## src/rtl/int_wb_arbiter_pkg.sv

```systemverilog
// Shared types and widths for the integer writeback arbiter.
package wb_pkg;

  localparam int DEF_DATA_W = 65;
  localparam int DEF_BR_W   = 20;
  localparam int ROB_W      = 7;
  localparam int PREG_W     = 7;

  localparam logic [1:0] RT_FIX = 2'h0;

  typedef struct packed {
    logic [ROB_W-1:0]  rob_idx;
    logic [PREG_W-1:0] pdst;
    logic [1:0]        dst_rtype;
  } wb_uop_t;

  function automatic logic writes_rf(input logic [1:0] rtype);
    return rtype == RT_FIX;
  endfunction

endpackage

```

## src/rtl/int_wb_arbiter_if.sv

```systemverilog
// Bus bundle between the execute/secondary sources and the writeback arbiter.
interface int_wb_arbiter_if
  import wb_pkg::*;
#(
  parameter int DATA_W = DEF_DATA_W,
  parameter int BR_W   = DEF_BR_W
) ();

  logic              io_exe_valid;
  logic [ROB_W-1:0]  io_exe_rob_idx;
  logic [PREG_W-1:0] io_exe_pdst;
  logic [1:0]        io_exe_dst_rtype;
  logic [DATA_W-1:0] io_exe_data;

  logic              io_sec_valid;
  logic              io_sec_ready;
  logic [BR_W-1:0]   io_sec_br_mask;
  logic [ROB_W-1:0]  io_sec_rob_idx;
  logic [PREG_W-1:0] io_sec_pdst;
  logic [1:0]        io_sec_dst_rtype;
  logic [DATA_W-1:0] io_sec_data;

  logic [BR_W-1:0]   io_brupdate_b1_resolve_mask;
  logic [BR_W-1:0]   io_brupdate_b1_mispredict_mask;
  logic              io_flush;

  logic              io_wb_valid;
  logic              io_wb_rf_wen;
  logic [ROB_W-1:0]  io_wb_rob_idx;
  logic [PREG_W-1:0] io_wb_pdst;
  logic [1:0]        io_wb_dst_rtype;
  logic [DATA_W-1:0] io_wb_data;
  logic              io_wb_src;

  modport slave (
    input  io_exe_valid, io_exe_rob_idx, io_exe_pdst, io_exe_dst_rtype, io_exe_data,
    input  io_sec_valid, io_sec_br_mask, io_sec_rob_idx, io_sec_pdst, io_sec_dst_rtype,
    input  io_sec_data,
    input  io_brupdate_b1_resolve_mask, io_brupdate_b1_mispredict_mask, io_flush,
    output io_sec_ready,
    output io_wb_valid, io_wb_rf_wen, io_wb_rob_idx, io_wb_pdst, io_wb_dst_rtype,
    output io_wb_data, io_wb_src
  );

  modport master (
    output io_exe_valid, io_exe_rob_idx, io_exe_pdst, io_exe_dst_rtype, io_exe_data,
    output io_sec_valid, io_sec_br_mask, io_sec_rob_idx, io_sec_pdst, io_sec_dst_rtype,
    output io_sec_data,
    output io_brupdate_b1_resolve_mask, io_brupdate_b1_mispredict_mask, io_flush,
    input  io_sec_ready,
    input  io_wb_valid, io_wb_rf_wen, io_wb_rob_idx, io_wb_pdst, io_wb_dst_rtype,
    input  io_wb_data, io_wb_src
  );

endinterface

```

## src/rtl/int_wb_arbiter_kill_fifo.sv

```systemverilog
// Small FIFO of secondary writebacks whose entries track branch masks and
// self-invalidate on mispredict; dead slots stay counted until popped.
module wb_kill_fifo
  import wb_pkg::*;
#(
  parameter int DEPTH  = 4,
  parameter int DATA_W = DEF_DATA_W,
  parameter int BR_W   = DEF_BR_W
) (
  input  logic              clock,
  input  logic              reset,
  input  logic              flush,
  input  logic [BR_W-1:0]   resolve_mask,
  input  logic [BR_W-1:0]   mispredict_mask,
  input  logic              enq,
  input  wb_uop_t           enq_uop,
  input  logic [BR_W-1:0]   enq_br_mask,
  input  logic [DATA_W-1:0] enq_data,
  input  logic              deq,
  output wb_uop_t           head_uop,
  output logic [DATA_W-1:0] head_data,
  output logic              head_ok,
  output logic              empty,
  output logic              full
);

  localparam int PTR_W = $clog2(DEPTH);
  localparam int CNT_W = $clog2(DEPTH + 1);

  logic [PTR_W-1:0] head_reg, head_next;
  logic [PTR_W-1:0] tail_reg, tail_next;
  logic [CNT_W-1:0] count_reg, count_next;
  logic [DEPTH-1:0] valid_reg, valid_next;
  logic [BR_W-1:0]  mask_reg  [DEPTH];
  logic [BR_W-1:0]  mask_next [DEPTH];

  wb_uop_t           uop_mem  [DEPTH];
  logic [DATA_W-1:0] data_mem [DEPTH];

  genvar gi;
  generate
    for (gi = 0; gi < DEPTH; gi++) begin : g_entry
      logic slot_enq;
      assign slot_enq = enq && (tail_reg == PTR_W'(gi));
      // A slot killed this cycle keeps its place in the ring; only its valid drops.
      assign valid_next[gi] = flush    ? 1'b0 :
                              slot_enq ? 1'b1 :
                              valid_reg[gi] & ~|(mask_reg[gi] & mispredict_mask);
      assign mask_next[gi]  = slot_enq ? (enq_br_mask & ~resolve_mask)
                                       : (mask_reg[gi] & ~resolve_mask);
    end
  endgenerate

  assign empty     = (count_reg == '0);
  assign full      = (count_reg == CNT_W'(DEPTH));
  assign head_uop  = uop_mem[head_reg];
  assign head_data = data_mem[head_reg];
  assign head_ok   = ~empty & valid_reg[head_reg] & ~|(mask_reg[head_reg] & mispredict_mask);

  always_comb begin
    head_next  = head_reg;
    tail_next  = tail_reg;
    count_next = count_reg;
    if (flush) begin
      head_next  = '0;
      tail_next  = '0;
      count_next = '0;
    end else begin
      if (deq) head_next = head_reg + PTR_W'(1);
      if (enq) tail_next = tail_reg + PTR_W'(1);
      case ({enq, deq})
        2'b10:   count_next = count_reg + CNT_W'(1);
        2'b01:   count_next = count_reg - CNT_W'(1);
        default: count_next = count_reg;
      endcase
    end
  end

  always_ff @(posedge clock) begin
    if (!reset) begin
      head_reg  <= '0;
      tail_reg  <= '0;
      count_reg <= '0;
      valid_reg <= '0;
      for (int i = 0; i < DEPTH; i++) mask_reg[i] <= '0;
    end else begin
      head_reg  <= head_next;
      tail_reg  <= tail_next;
      count_reg <= count_next;
      valid_reg <= valid_next;
      for (int i = 0; i < DEPTH; i++) mask_reg[i] <= mask_next[i];
    end
  end

  always_ff @(posedge clock) begin
    if (enq) begin
      uop_mem[tail_reg]  <= enq_uop;
      data_mem[tail_reg] <= enq_data;
    end
  end

  always_ff @(posedge clock) begin
    if (reset) begin
      assert (!(enq && full));
      assert (!(deq && empty));
    end
  end

endmodule

```

## src/rtl/int_wb_arbiter.sv

```systemverilog
// Integer writeback arbiter: exe response has absolute priority, secondary
// responses bypass when possible or queue in a kill-aware FIFO.
module int_wb_arbiter
  import wb_pkg::*;
#(
  parameter int DEPTH  = 4,
  parameter int DATA_W = DEF_DATA_W,
  parameter int BR_W   = DEF_BR_W
) (
  input logic             clock,
  input logic             reset,
  int_wb_arbiter_if.slave bus
);

  wb_uop_t           exe_uop, sec_uop, head_uop;
  logic [DATA_W-1:0] head_data;
  logic              head_ok, fifo_empty, fifo_full;
  logic              exe_valid, sec_fire, sec_killed, sec_keep, sec_bypass;
  logic              enq, deq, head_dead, sel_head, wb_sel;

  wb_uop_t           wb_uop_reg, wb_uop_next;
  logic [DATA_W-1:0] wb_data_reg, wb_data_next;
  logic              wb_valid_reg, wb_rf_wen_reg, wb_src_reg, wb_src_next;

  assign exe_uop.rob_idx   = bus.io_exe_rob_idx;
  assign exe_uop.pdst      = bus.io_exe_pdst;
  assign exe_uop.dst_rtype = bus.io_exe_dst_rtype;
  assign sec_uop.rob_idx   = bus.io_sec_rob_idx;
  assign sec_uop.pdst      = bus.io_sec_pdst;
  assign sec_uop.dst_rtype = bus.io_sec_dst_rtype;

  assign exe_valid  = bus.io_exe_valid;
  assign sec_fire   = bus.io_sec_valid & bus.io_sec_ready;
  assign sec_killed = |(bus.io_sec_br_mask & bus.io_brupdate_b1_mispredict_mask);
  assign sec_keep   = sec_fire & ~sec_killed & ~bus.io_flush;
  assign sec_bypass = sec_keep & ~exe_valid & fifo_empty;
  assign enq        = sec_keep & ~sec_bypass;

  // Dead heads drain regardless of exe so they never block the queue.
  assign head_dead = ~fifo_empty & ~head_ok;
  assign deq       = head_dead | (head_ok & ~exe_valid);
  assign sel_head  = ~exe_valid & head_ok & ~bus.io_flush;
  assign wb_sel    = exe_valid | sel_head | sec_bypass;

  assign bus.io_sec_ready = reset & ~fifo_full;

  wb_kill_fifo #(
    .DEPTH  (DEPTH),
    .DATA_W (DATA_W),
    .BR_W   (BR_W)
  ) u_fifo (
    .clock           (clock),
    .reset           (reset),
    .flush           (bus.io_flush),
    .resolve_mask    (bus.io_brupdate_b1_resolve_mask),
    .mispredict_mask (bus.io_brupdate_b1_mispredict_mask),
    .enq             (enq),
    .enq_uop         (sec_uop),
    .enq_br_mask     (bus.io_sec_br_mask),
    .enq_data        (bus.io_sec_data),
    .deq             (deq),
    .head_uop        (head_uop),
    .head_data       (head_data),
    .head_ok         (head_ok),
    .empty           (fifo_empty),
    .full            (fifo_full)
  );

  always_comb begin
    wb_uop_next  = wb_uop_reg;
    wb_data_next = wb_data_reg;
    wb_src_next  = wb_src_reg;
    if (exe_valid) begin
      wb_uop_next  = exe_uop;
      wb_data_next = bus.io_exe_data;
      wb_src_next  = 1'b0;
    end else if (sel_head) begin
      wb_uop_next  = head_uop;
      wb_data_next = head_data;
      wb_src_next  = 1'b1;
    end else if (sec_bypass) begin
      wb_uop_next  = sec_uop;
      wb_data_next = bus.io_sec_data;
      wb_src_next  = 1'b1;
    end
  end

  always_ff @(posedge clock) begin
    if (!reset) begin
      wb_valid_reg  <= 1'b0;
      wb_rf_wen_reg <= 1'b0;
      wb_uop_reg    <= '0;
      wb_data_reg   <= '0;
      wb_src_reg    <= 1'b0;
    end else begin
      wb_valid_reg  <= wb_sel;
      wb_rf_wen_reg <= wb_sel & writes_rf(wb_uop_next.dst_rtype);
      wb_uop_reg    <= wb_uop_next;
      wb_data_reg   <= wb_data_next;
      wb_src_reg    <= wb_src_next;
    end
  end

  assign bus.io_wb_valid     = wb_valid_reg;
  assign bus.io_wb_rf_wen    = wb_rf_wen_reg;
  assign bus.io_wb_rob_idx   = wb_uop_reg.rob_idx;
  assign bus.io_wb_pdst      = wb_uop_reg.pdst;
  assign bus.io_wb_dst_rtype = wb_uop_reg.dst_rtype;
  assign bus.io_wb_data      = wb_data_reg;
  assign bus.io_wb_src       = wb_src_reg;

endmodule

```

## src/flat_wrapper.sv

```systemverilog
// flat-port wrapper written by rule: the top's interface ports become plain ports
module int_wb_arbiter_flat import wb_pkg::*;
#(
  parameter int DEPTH  = 4,
  parameter int DATA_W = DEF_DATA_W,
  parameter int BR_W   = DEF_BR_W
)
  (clock, reset, bus_io_exe_valid, bus_io_exe_rob_idx, bus_io_exe_pdst, bus_io_exe_dst_rtype, bus_io_exe_data, bus_io_sec_valid, bus_io_sec_br_mask, bus_io_sec_rob_idx, bus_io_sec_pdst, bus_io_sec_dst_rtype, bus_io_sec_data, bus_io_brupdate_b1_resolve_mask, bus_io_brupdate_b1_mispredict_mask, bus_io_flush, bus_io_sec_ready, bus_io_wb_valid, bus_io_wb_rf_wen, bus_io_wb_rob_idx, bus_io_wb_pdst, bus_io_wb_dst_rtype, bus_io_wb_data, bus_io_wb_src);
  int_wb_arbiter_if #(.DATA_W(DATA_W), .BR_W(BR_W)) bus_i ();
  input logic clock;
  input logic reset;
  input wire logic [$bits(bus_i.io_exe_valid)-1:0] bus_io_exe_valid;
  input wire logic [$bits(bus_i.io_exe_rob_idx)-1:0] bus_io_exe_rob_idx;
  input wire logic [$bits(bus_i.io_exe_pdst)-1:0] bus_io_exe_pdst;
  input wire logic [$bits(bus_i.io_exe_dst_rtype)-1:0] bus_io_exe_dst_rtype;
  input wire logic [$bits(bus_i.io_exe_data)-1:0] bus_io_exe_data;
  input wire logic [$bits(bus_i.io_sec_valid)-1:0] bus_io_sec_valid;
  input wire logic [$bits(bus_i.io_sec_br_mask)-1:0] bus_io_sec_br_mask;
  input wire logic [$bits(bus_i.io_sec_rob_idx)-1:0] bus_io_sec_rob_idx;
  input wire logic [$bits(bus_i.io_sec_pdst)-1:0] bus_io_sec_pdst;
  input wire logic [$bits(bus_i.io_sec_dst_rtype)-1:0] bus_io_sec_dst_rtype;
  input wire logic [$bits(bus_i.io_sec_data)-1:0] bus_io_sec_data;
  input wire logic [$bits(bus_i.io_brupdate_b1_resolve_mask)-1:0] bus_io_brupdate_b1_resolve_mask;
  input wire logic [$bits(bus_i.io_brupdate_b1_mispredict_mask)-1:0] bus_io_brupdate_b1_mispredict_mask;
  input wire logic [$bits(bus_i.io_flush)-1:0] bus_io_flush;
  output wire logic [$bits(bus_i.io_sec_ready)-1:0] bus_io_sec_ready;
  output wire logic [$bits(bus_i.io_wb_valid)-1:0] bus_io_wb_valid;
  output wire logic [$bits(bus_i.io_wb_rf_wen)-1:0] bus_io_wb_rf_wen;
  output wire logic [$bits(bus_i.io_wb_rob_idx)-1:0] bus_io_wb_rob_idx;
  output wire logic [$bits(bus_i.io_wb_pdst)-1:0] bus_io_wb_pdst;
  output wire logic [$bits(bus_i.io_wb_dst_rtype)-1:0] bus_io_wb_dst_rtype;
  output wire logic [$bits(bus_i.io_wb_data)-1:0] bus_io_wb_data;
  output wire logic [$bits(bus_i.io_wb_src)-1:0] bus_io_wb_src;
  assign bus_i.io_exe_valid = bus_io_exe_valid;
  assign bus_i.io_exe_rob_idx = bus_io_exe_rob_idx;
  assign bus_i.io_exe_pdst = bus_io_exe_pdst;
  assign bus_i.io_exe_dst_rtype = bus_io_exe_dst_rtype;
  assign bus_i.io_exe_data = bus_io_exe_data;
  assign bus_i.io_sec_valid = bus_io_sec_valid;
  assign bus_i.io_sec_br_mask = bus_io_sec_br_mask;
  assign bus_i.io_sec_rob_idx = bus_io_sec_rob_idx;
  assign bus_i.io_sec_pdst = bus_io_sec_pdst;
  assign bus_i.io_sec_dst_rtype = bus_io_sec_dst_rtype;
  assign bus_i.io_sec_data = bus_io_sec_data;
  assign bus_i.io_brupdate_b1_resolve_mask = bus_io_brupdate_b1_resolve_mask;
  assign bus_i.io_brupdate_b1_mispredict_mask = bus_io_brupdate_b1_mispredict_mask;
  assign bus_i.io_flush = bus_io_flush;
  assign bus_io_sec_ready = bus_i.io_sec_ready;
  assign bus_io_wb_valid = bus_i.io_wb_valid;
  assign bus_io_wb_rf_wen = bus_i.io_wb_rf_wen;
  assign bus_io_wb_rob_idx = bus_i.io_wb_rob_idx;
  assign bus_io_wb_pdst = bus_i.io_wb_pdst;
  assign bus_io_wb_dst_rtype = bus_i.io_wb_dst_rtype;
  assign bus_io_wb_data = bus_i.io_wb_data;
  assign bus_io_wb_src = bus_i.io_wb_src;
  int_wb_arbiter #(.DEPTH(DEPTH), .DATA_W(DATA_W), .BR_W(BR_W)) u_core (.clock(clock), .reset(reset), .bus(bus_i));
endmodule
```

## config.mk

```make
export PLATFORM = sky130hd
export DESIGN_NAME = int_wb_arbiter_flat
export DESIGN_NICKNAME = d
export VERILOG_FILES = /design/src/rtl/int_wb_arbiter_pkg.sv /design/src/rtl/int_wb_arbiter_if.sv /design/src/rtl/int_wb_arbiter_kill_fifo.sv /design/src/rtl/int_wb_arbiter.sv /design/src/flat_wrapper.sv
export SDC_FILE = /design/constraint.sdc
export NUM_CORES = 1
export LEC_CHECK = 0
export BUFFER_PORTS_ARGS = -buffer_cell sky130_fd_sc_hd__buf_2
export CAP_MARGIN = 15
export CELL_PAD_IN_SITES_DETAIL_PLACEMENT = 0
export CELL_PAD_IN_SITES_GLOBAL_PLACEMENT = 1
export CORE_ASPECT_RATIO = 0.9
export CORE_UTILIZATION = 40
export CTS_CLUSTER_SIZE = 30
export DETAILED_ROUTE_END_ITERATION = 12
export PLACE_DENSITY = 0.81
export SLEW_MARGIN = 20
export SYNTH_ARGS = -nofsm -noshare
export SYNTH_HDL_FRONTEND = slang
export SYNTH_HIERARCHICAL = 1
export SYNTH_SLANG_ARGS = --single-unit
```

## constraint.sdc

```tcl
create_clock -name clock -period 6.3 [get_ports clock]
set_input_delay 1.89 -clock clock [delete_from_list [all_inputs] [get_ports clock]]
set_output_delay 1.89 -clock clock [all_outputs]
set_load 0.02 [all_outputs]
```

# Word level (Yosys, flattened, before mapping)

Memories as Yosys holds them, arrays and structs flattened. A register that Yosys moved wholly into a read port is not among the register bits.
Index checks and enable logic that the tools add are counted.

Register bits: 95
RAM bits: 404
Input bits: 227
Output and inout bits: 85
Word-level logic and storage cells: 125
Memories kept: 3

Memories:

| memory                 | depth | bits a word | read ports | clocked after Yosys merged registers in | write ports | line                           | RTL |
|---|---|---|---|---|---|---|---|
| u_core.u_fifo.data_mem | 4     | 65          | 1          | 1                                       | 1           | int_wb_arbiter_kill_fifo.sv:38 | `logic [DATA_W-1:0] data_mem [DEPTH];` |
| u_core.u_fifo.mask_reg | 4     | 20          | 5          | 1                                       | 4           | int_wb_arbiter_kill_fifo.sv:34 | `logic [BR_W-1:0] mask_reg [DEPTH];` |
| u_core.u_fifo.uop_mem  | 4     | 16          | 1          | 1                                       | 1           | int_wb_arbiter_kill_fifo.sv:37 | `wb_uop_t uop_mem [DEPTH];` |

Add/subtract/negate cells: 4
$lt $le $gt $ge: 1
Eq/ne operators: 6
Multiplexer cells: 33
Bitwise gates (word level): 44
Reductions and logical operators: 23

Operator list:

| kind                                               | count |
|---|---|
| AND 20 bit                                         | 11 |
| 2-to-1 mux 65 bit                                  | 3 |
| 2-to-1 mux 20 bit                                  | 8 |
| OR reduction 20 bit                                | 6 |
| 2-to-1 mux 16 bit                                  | 3 |
| inverter 20 bit                                    | 1 |
| AND 1 bit                                          | 17 |
| 2-to-1 mux 2 bit                                   | 6 |
| 2-to-1 mux 1 bit                                   | 11 |
| inverter 1 bit                                     | 8 |
| OR 1 bit                                           | 7 |
| == test 2 bit, second input constant               | 3 |
| one-hot mux 3 bit (2 select lines)                 | 1 |
| logical NOT 1 bit                                  | 5 |
| adder 2 x 1 -> 2 bit, second input constant        | 2 |
| == test 2 x 1 -> 1 bit, second input constant      | 2 |
| logical AND 1 bit                                  | 4 |
| logical NOT 2 bit                                  | 2 |
| nonzero test 2 bit                                 | 2 |
| OR reduction 2 bit                                 | 2 |
| adder 3 x 1 -> 3 bit, second input constant        | 1 |
| == test 3 bit, second input constant               | 1 |
| logical NOT 3 bit                                  | 1 |
| < comparator 2 x 3 -> 1 bit, second input constant | 1 |
| other kinds (3)                                    | 3 |

# Depth between registers and ports, before layout

Gate-level depths: netlist (run 1).

Depth in word-level cells: 13
Mapped depth: 15
Depth with buffers taken out: 12

# Hierarchy

Netlist (run 1), hierarchy kept.

Modules (own cells, without submodules):

| module         | instances | cells an instance | area an instance (um^2) | seq. area each (um^2) |
|---|---|---|---|---|
| wb_kill_fifo   | 1         | 965               | 16,139.2                | 11,591.1 |
| int_wb_arbiter | 1         | 618               | 4,800.9                 | 1,681.6 |

# Worst setup path before layout (run 1)

OpenSTA, ideal clock, no wires.

Kind: input -> register
From: in bus_io_sec_br_mask[2]
To: mem u_core/u_fifo/data_mem[0][0] (netlist bit) (enable)
Setup time: 0.477 ns
Data arrival time: 5.628 ns
Required time: 5.823 ns
Slack: 0.195 ns
Stages: 8
Path buffers: 2
Cells stage by stage: a22o_1 a221oi_1 and4_1 and3_1 clkbuf_1 nand2_1 inv_1 clkbuf_1

Word-level cells in the longest chain between the ends: 11

RTL lines:

| item                                     | line                           | RTL |
|---|---|---|
| start: declaration                       | flat_wrapper.sv:18             | `input wire logic [$bits(bus_i.io_sec_br_mask)-1:0] bus_io_sec_br_mask;` |
| AND 20 bit *                             | int_wb_arbiter.sv:34           | `assign sec_killed = \|(bus.io_sec_br_mask & bus.io_brupdate_b1_mispredict_mask);` |
| OR reduction 20 bit *                    | int_wb_arbiter.sv:34           |  |
| inverter 1 bit *                         | int_wb_arbiter.sv:35           | `assign sec_keep = sec_fire & ~sec_killed & ~bus.io_flush;` |
| AND 1 bit * (2 in a row)                 | int_wb_arbiter.sv:35           |  |
| AND 1 bit (2 in a row)                   | int_wb_arbiter.sv:36           | `assign sec_bypass = sec_keep & ~exe_valid & fifo_empty;` |
| inverter 1 bit                           | int_wb_arbiter.sv:37           | `assign enq = sec_keep & ~sec_bypass;` |
| AND 1 bit *                              | int_wb_arbiter.sv:37           |  |
| named net u_core.enq                     | int_wb_arbiter.sv:19           | `logic enq, deq, head_dead, sel_head, wb_sel;` |
| 2-to-1 mux 1 bit *                       | int_wb_arbiter_kill_fifo.sv:96 | `if (enq) begin` |
| 2-to-1 mux 1 bit (not written as such) * | int_wb_arbiter_kill_fifo.sv:98 | `data_mem[tail_reg] <= enq_data;` |
| end: declaration                         | int_wb_arbiter_kill_fifo.sv:38 |  |

The timed path passes the listed nets; every way through them passes the cells marked *.

# Final worst setup path (run 1)

From: in bus_io_brupdate_b1_mispredict_mask[8]
To: reg u_core.wb_data_reg[44], in the netlist u_core/bus.io_wb_data[44]

Word-level cells in the longest chain between the ends: 8
Elaborated cells on any way between the ends: 16
Classes of those cells: 2 x mux; 10 x bitwise; 4 x reduce/logical

RTL lines:

| item                     | line                           | RTL |
|---|---|---|
| start: declaration       | flat_wrapper.sv:24             | `input wire logic [$bits(bus_i.io_brupdate_b1_mispredict_mask)-1:0] bus_io_brupdate_b1_mispredict_mask;` |
| AND 20 bit *             | int_wb_arbiter_kill_fifo.sv:58 | `assign head_ok = ~empty & valid_reg[head_reg] & ~\|(mask_reg[head_reg] & mispredict_mask);` |
| OR reduction 20 bit *    | int_wb_arbiter_kill_fifo.sv:58 |  |
| logical NOT 1 bit *      | int_wb_arbiter_kill_fifo.sv:58 |  |
| AND 1 bit *              | int_wb_arbiter_kill_fifo.sv:58 |  |
| named net u_core.head_ok | int_wb_arbiter.sv:17           | `logic head_ok, fifo_empty, fifo_full;` |
| AND 1 bit * (2 in a row) | int_wb_arbiter.sv:42           | `assign sel_head = ~exe_valid & head_ok & ~bus.io_flush;` |
| 2-to-1 mux 65 bit        | int_wb_arbiter.sv:77           | `end else if (sel_head) begin` |
| 2-to-1 mux 65 bit        | int_wb_arbiter.sv:73           | `if (exe_valid) begin` |
| end signal: assignment   | int_wb_arbiter.sv:99           | `wb_data_reg <= wb_data_next;` |
| end: declaration         | int_wb_arbiter.sv:22           | `logic [DATA_W-1:0] wb_data_reg, wb_data_next;` |

Marked as above.
A chain may end at the register's enable or synchronous reset.

==> results of run 1 <==
-- layer usage --
layer  vias to the layer above  share of wire, %  GRT usage [%]
met4                        14               2.1           6.44
met5                         -              0.14              0
met3                        91               7.3           4.97
li1                       6539                 -              -
met2                       486                47           34.8
met1                      7155                44           30.6
-- layout make-up --
cell class              instances  area, sq um  area share, %
diodes                          4         10.0         0.0400
clock buffers                  70         1440           5.76
clock inverters                28          269           1.08
inverters                      14         62.6          0.250
multi-input cells             974         7170           28.7
flip-flops and latches        501        13300           53.1
well taps                     688          861           3.44
repair buffers                342         1910           7.63
-- final timing paths --
| kind | from | end | slack (ns) | depth (start not counted) |
|---|---|---|---|---|
| min reg2reg | u_core/bus.io_wb_data[63] | u_core/bus.io_wb_data[63] | 0.44 | 2 |
| min | u_core/bus.io_wb_data[63] | u_core/bus.io_wb_data[63] | 0.44 | 2 |
| max | bus_io_brupdate_b1_mispredict_mask[8] | u_core/bus.io_wb_data[44] | 1.86 | 11 |
| max reg2reg | flop | u_core/bus.io_wb_data[44] | 2.00 | 11 |
-- power groups by stage --
stage | Sequential, uW | Clock, uW | Combinational, uW
after CTS | 3540 | 3120 | 377
final | 3540 | 3050 | 374
after floorplan | 3650 | 0 | 126
after global placement | 3610 | 0 | 368
after detailed placement | 3610 | 0 | 376
after global routing | 3540 | 3250 | 408
-- stage by stage --
stage	setup WS [ns]	util [%]	hold slack, ns
global placement	1.39	45.0	0.437
global route	1.68	48.4	0.467
detailed placement	1.27	45.0	0.440
CTS	1.84	48.3	0.448
floorplan	0.195	-	0.444
finish	1.86	48.4	0.443
-- kinds of logic after synthesis --
kind of cell / share of synthesized area, %
AO/OA/AOI/OAI: 10.1
buffers and inverters: 2.49
adder cells (fa/ha/maj): 0.394
XOR/XNOR: 0.209
AND/OR/NAND/NOR: 9.21
multiplexers: 14.2
flip-flops: 63.4
-- tightest hold or removal path: cells and delay by family (launching register included) --
family             cells  cell delay (ns)
AOI/OAI and AO/OA      1             0.05
DFF                    1             0.30
and+or+nand+nor        1             0.05
-- cell usage in the layout (no fill, tap or decap), types with 24 or more instances in the layout --
cell type / instances
a21boi_1: 45
a21oi_1: 88
buf_2: 309
buf_4: 24
clkbuf_16: 53
dfxtp_1: 175
edfxtp_1: 324
mux2i_1: 79
mux4_2: 89
nand2_1: 382
nand2b_1: 32
o21ai_0: 72
==> flow_metrics.py, run 1 <==
metrics = {
    "synth": {
        "ys_warn_count": 6,
        "ys_seq_area_share_pct": 63.4,
        "synthArstFlopShare_pct": 0,
        "syn_area_sq_um": 20900,
        "synth.distinct_cells": 56,
        "yosysTopAreaCellShare_pct": 46.5,
        "synth_top_area_cell": "edfxtp_1",
        "synthFlopType": "edfxtp_1",
        "syn_inst": 1583,
        "avgSynthCellArea_sq_um": 13.2,
        "ys_ff_latch": 501,
        "ys_top_cells_by_count": "nand2_1 (382), edfxtp_1 (324), dfxtp_1 (177), mux4_2 (89), a21oi_1 (88)",
        "yosysMostFrequentCell": "nand2_1",
        "synth_edf_count": 324,
        "synth_fp_nets": 1816,
        "yosys-top-cells-area": "edfxtp_1 (46%), dfxtp_1 (17%), mux4_2 (9.6%)",
    },
    "global_route": {
        "grt_max_degree": 98,
        "track_usage_pct": 22.1,
        "overflow": 0,
        "grt_pass1_wl_um": 88500,
        "grt_pass1_vias": 14084,
        "antenna_found_initial": 11,
    },
    "timing": {
        "max_clock_freq_mhz": 225,
        "finalClockSkew_ns": 0.0169,
        "tightestPinTransition_ns": 1.08,
        "slew_headroom_pct": 28.2,
        "slew_viol_final": 0,
        "finalHoldViolCount": 0,
        "finalSetupViolCount": 0,
        "period_share_pct": 70.5,
        "rsz0062_at_grt": "false",
        "period_needed_ns": 4.44,
        "fin_setup_tns_ns": 0,
    },
    "cells_and_area": {
        "fill_cells": 4577,
        "finalNetCount": 2118,
        "drive_gt1_share_pct": 27.8,
        "fin_area_sq_um": 25000,
        "final_cells": 2621,
        "largest_reg_flops": 260,
        "area_growth_pct": 19.4,
    },
    "drt": {
        "wl_per_cell_um": 22.5,
        "drc": 0,
        "antenna_left": 0,
        "via_per_inst": 5.45,
        "drtIter0Drc": 1208,
        "firstDrtPassIters": 5,
        "vias": 14285,
        "wl_um": 59100,
    },
    "floorplanning": {
        "die_h_um": 219,
        "pin_count": 312,
        "fp.dieW_um": 243,
        "die-area_sq_um": 53300,
        "start_util_pct": 40.5,
        "row_count": 79,
        "core_area_sq_um": 51700,
    },
    "power_and_ir_drop": {
        "power_switching_uw": 1560,
        "p_total_uw": 6960,
        "switching_share_pct": 22.5,
        "ir_worst_vdd_uv": 191,
        "p_per_area_nw_per_um2": 278,
        "power.share.combinational_pct": 5.4,
        "cellLeakagePower_uw": 0.00851,
        "sequentialPowerShare_pct": 50.8,
        "pwr-share-clk_pct": 43.8,
        "internal-power_uw": 5390,
    },
    "critical_path": {
        "crit_path_end_kind": "flop",
        "cp_top_family": "compound AO/OA/AOI/OAI gates",
        "crit_path_start_kind": "input pin",
        "cp_max_fo": 39,
        "cp_num_buf_inv": 2,
        "required_ns": 6.81,
        "critical_path.cell_chain": "buf_2 -> a22o_1 -> a22o_1 -> a211o_1 -> nor4_2 -> nand2b_1 -> nand2_1 -> a31o_4 -> buf_4 -> nand2_1 -> a21boi_0",
        "setup.worst_path.class": "in2reg",
        "arrival_ns": 4.96,
        "slowest_delay_ns": 0.52,
        "slowest_stage": "buf_4",
    },
    "placed_design": {
        "io_buffer_count": 311,
        "dpl.hpwl_um": 39400,
        "placed_cell_area_sq_um": 23300,
        "dp_cells": 2519,
        "gp_congestion": 0.871,
    },
    "cts": {
        "cts-hold-fix-buffers": 0,
        "cts_resized": 0,
        "cts-root-buf": "clkbuf_16",
        "tritoncts": "built",
        "clk_latency_ns": 0.61,
        "h-tree-depth": 2,
        "numCtsBuffers": 52,
        "cts_setup_buffers": 0,
        "clkSinkCount": 501,
        "cts_buffer_depth": 3,
        "clkTransAtPathRegs_ns": 0.06,
    },
    "hold_path": {
        "hold_class": "reg2reg",
    },
    "run": {
        "maxCapViolations": 0,
    },
    "run_status": {
        "status": "complete, no violations",
    },
}
(Power assumes the default switching activity.)
==> inputs of run 2 (changes only) <==
--- a/config.mk
+++ b/config.mk
@@ -13,7 +13,7 @@
 export CORE_UTILIZATION = 40
 export CTS_CLUSTER_SIZE = 30
 export DETAILED_ROUTE_END_ITERATION = 12
-export PLACE_DENSITY = 0.81
+export PLACE_DENSITY = 0.78
 export SLEW_MARGIN = 20
 export SYNTH_ARGS = -nofsm -noshare
 export SYNTH_HDL_FRONTEND = slang
==> constraint.sdc (replaced) <==
create_clock -name clock -period 4.1 [get_ports clock]
set_input_delay 1.23 -clock clock [delete_from_list [all_inputs] [get_ports clock]]
set_output_delay 1.23 -clock clock [all_outputs]
set_load 0.02 [all_outputs]
==> run 2 against run 1 <==
Count of clock-buffer cells in the layout fell by 2; cell area grew 1.7%; die area stayed put; setup slack got worse by 1.5 ns; critical path depth rose by 1; register-to-register slack worse by 1.7 ns; sequential power grew 53%.
==> flow_metrics.py, run 2 (same netlist as run 1, synthesis figures left out) <==
metrics = {
    "cts": {
        "cts-root-buf": "clkbuf_16",
        "clkTransAtPathRegs_ns": 0.06,
        "numCtsBuffers": 52,
        "cts_buffer_depth": 3,
        "tritoncts": "built",
        "clk_latency_ns": 0.60,
        "cts_resized": 0,
        "clkSinkCount": 501,
        "cts-hold-fix-buffers": 0,
        "cts_setup_buffers": 0,
        "h-tree-depth": 2,
    },
    "hold_path": {
        "hold_class": "reg2reg",
        "min_path_cells": 2,
    },
    "run_status": {
        "status": "complete, no violations",
    },
    "placed_design": {
        "io_buffer_count": 311,
        "gp_congestion": 0.908,
        "dpl.hpwl_um": 38900,
    },
    "global_route": {
        "track_usage_pct": 21.9,
        "grt_pass1_vias": 14277,
        "overflow": 0,
        "grt_max_degree": 98,
        "antenna_found_initial": 8,
        "grt_pass1_wl_um": 87800,
    },
    "floorplanning": {
        "core_area_sq_um": 51700,
        "start_util_pct": 40.5,
        "die-area_sq_um": 53300,
        "pin_count": 312,
        "fp.dieW_um": 243,
        "row_count": 79,
        "die_h_um": 219,
    },
    "cells_and_area": {
        "fill_cells": 4544,
        "regArea_sq_um": 13300,
        "area_growth_pct": 21.4,
        "finalNetCount": 2142,
        "largest_reg_flops": 260,
        "final_common_cell": "nand2_1",
        "final_cell_mix": "nand2_1 (382), edfxtp_1 (324), buf_2 (309)",
        "drive_gt1_share_pct": 29.3,
        "multi_input_area_sq_um": 7170,
    },
    "critical_path": {
        "arrival_ns": 4.28,
        "cp_top_family": "multiplexers",
        "critical_path.cell_chain": "mux4_1 -> a22oi_1 -> nand4_1 -> nor4_2 -> buf_4 -> mux2i_1 -> ha_1 -> inv_1 -> fa_1 -> xor2_1 -> or3_1 -> a21oi_1",
        "required_ns": 4.62,
        "slowest_delay_ns": 0.61,
        "crit_cells": 12,
        "rr_worst_depth": 12,
        "crit_path_start_kind": "flop",
        "setup.worst_path.class": "reg2reg",
        "crit_path_end_kind": "flop",
        "cp_num_buf_inv": 2,
        "slowest_stage": "dfxtp_4",
        "cp_max_fo": 21,
    },
    "drt": {
        "drc": 0,
        "firstDrtPassIters": 6,
        "wl_um": 58600,
        "drtIter0Drc": 1085,
        "via_per_inst": 5.44,
        "wl_per_cell_um": 22.1,
        "antenna_left": 0,
        "vias": 14394,
    },
    "timing": {
        "max_clock_freq_mhz": 266,
        "finalHoldViolCount": 0,
        "period_needed_ns": 3.76,
        "slew_viol_final": 0,
        "rsz0062_at_grt": "false",
        "finalSetupViolCount": 0,
        "slew_headroom_pct": 35.7,
        "fin_setup_tns_ns": 0,
        "finalClockSkew_ns": 0.0146,
        "period_share_pct": 91.7,
        "tightestPinTransition_ns": 0.965,
    },
    "power_and_ir_drop": {
        "switching_share_pct": 21.7,
        "sequentialPowerShare_pct": 49.2,
        "cellLeakagePower_uw": 0.00871,
        "p_per_area_nw_per_um2": 434,
        "power.share.combinational_pct": 5.3,
        "power_switching_uw": 2400,
        "pwr-share-clk_pct": 45.5,
        "ir_worst_vdd_uv": 326,
        "internal-power_uw": 8640,
        "p_total_uw": 11000,
    },
    "run": {
        "maxCapViolations": 0,
    },
}
[run 2: worst paths after layout]
kind              slack [ns]                          to                       from
setup reg to reg        0.34  u_core/u_fifo/count_reg[2]                       flop
hold reg to reg         0.44   u_core/bus.io_wb_data[21]  u_core/bus.io_wb_data[21]
setup / recovery        0.34  u_core/u_fifo/count_reg[2]                       flop
hold / removal          0.44   u_core/bus.io_wb_data[21]  u_core/bus.io_wb_data[21]
[run 2: power by group through the flow]
| stage | Clock, uW | Sequential (uW) | Combinational [uW] |
|---|---|---|---|
| after floorplan | 0 | 5600 | 194 |
| after global placement | 0 | 5540 | 576 |
| after detailed placement | 0 | 5540 | 585 |
| after CTS | 5130 | 5430 | 587 |
| after global routing | 5330 | 5440 | 637 |
| final | 5020 | 5430 | 583 |
[run 2: metrics by stage]
step	hold slack, ns	setup slack [ns]	instances	instance area, sq um	utilization (%)
after floorplan	0.444	0.406	1583	21000	-
after global placement	0.432	0.0299	2543	23600	45.6
after detailed placement	0.441	0.0226	2543	23600	45.6
after CTS	0.448	0.318	2641	25400	49.1
after global routing	0.465	0.0996	2642	25400	49.1
final	0.445	0.341	2648	25400	49.2
[run 2: worst min-delay path, cell delays in order (launching register included)]
cell	delay [ns]
dfxtp_1	0.31
nand2_1	0.05
a21boi_1	0.05
[run 2: cell type report]
class | instances | share of cell area, %
Timing Repair Buffer | 366 | 8.56
Multi-Input combinational cell | 974 | 28.2
Sequential cell | 501 | 52.2
Clock buffer | 68 | 5.71
Inverter | 14 | 0.246
Antenna cell | 7 | 0.0689
Tap cell | 688 | 3.39
Clock inverter | 30 | 1.56
[run 2: layer usage]
layer  wire length (um)  share of wire (%)  up-vias  track usage, %
met1              26200                 45     7197            30.7
met3               3690                6.3       95            3.82
met2              27400                 47      486            34.8
met4               1230                2.1       10            6.46
li1                   -                  -     6606               -
met5                 61               0.10        -               0
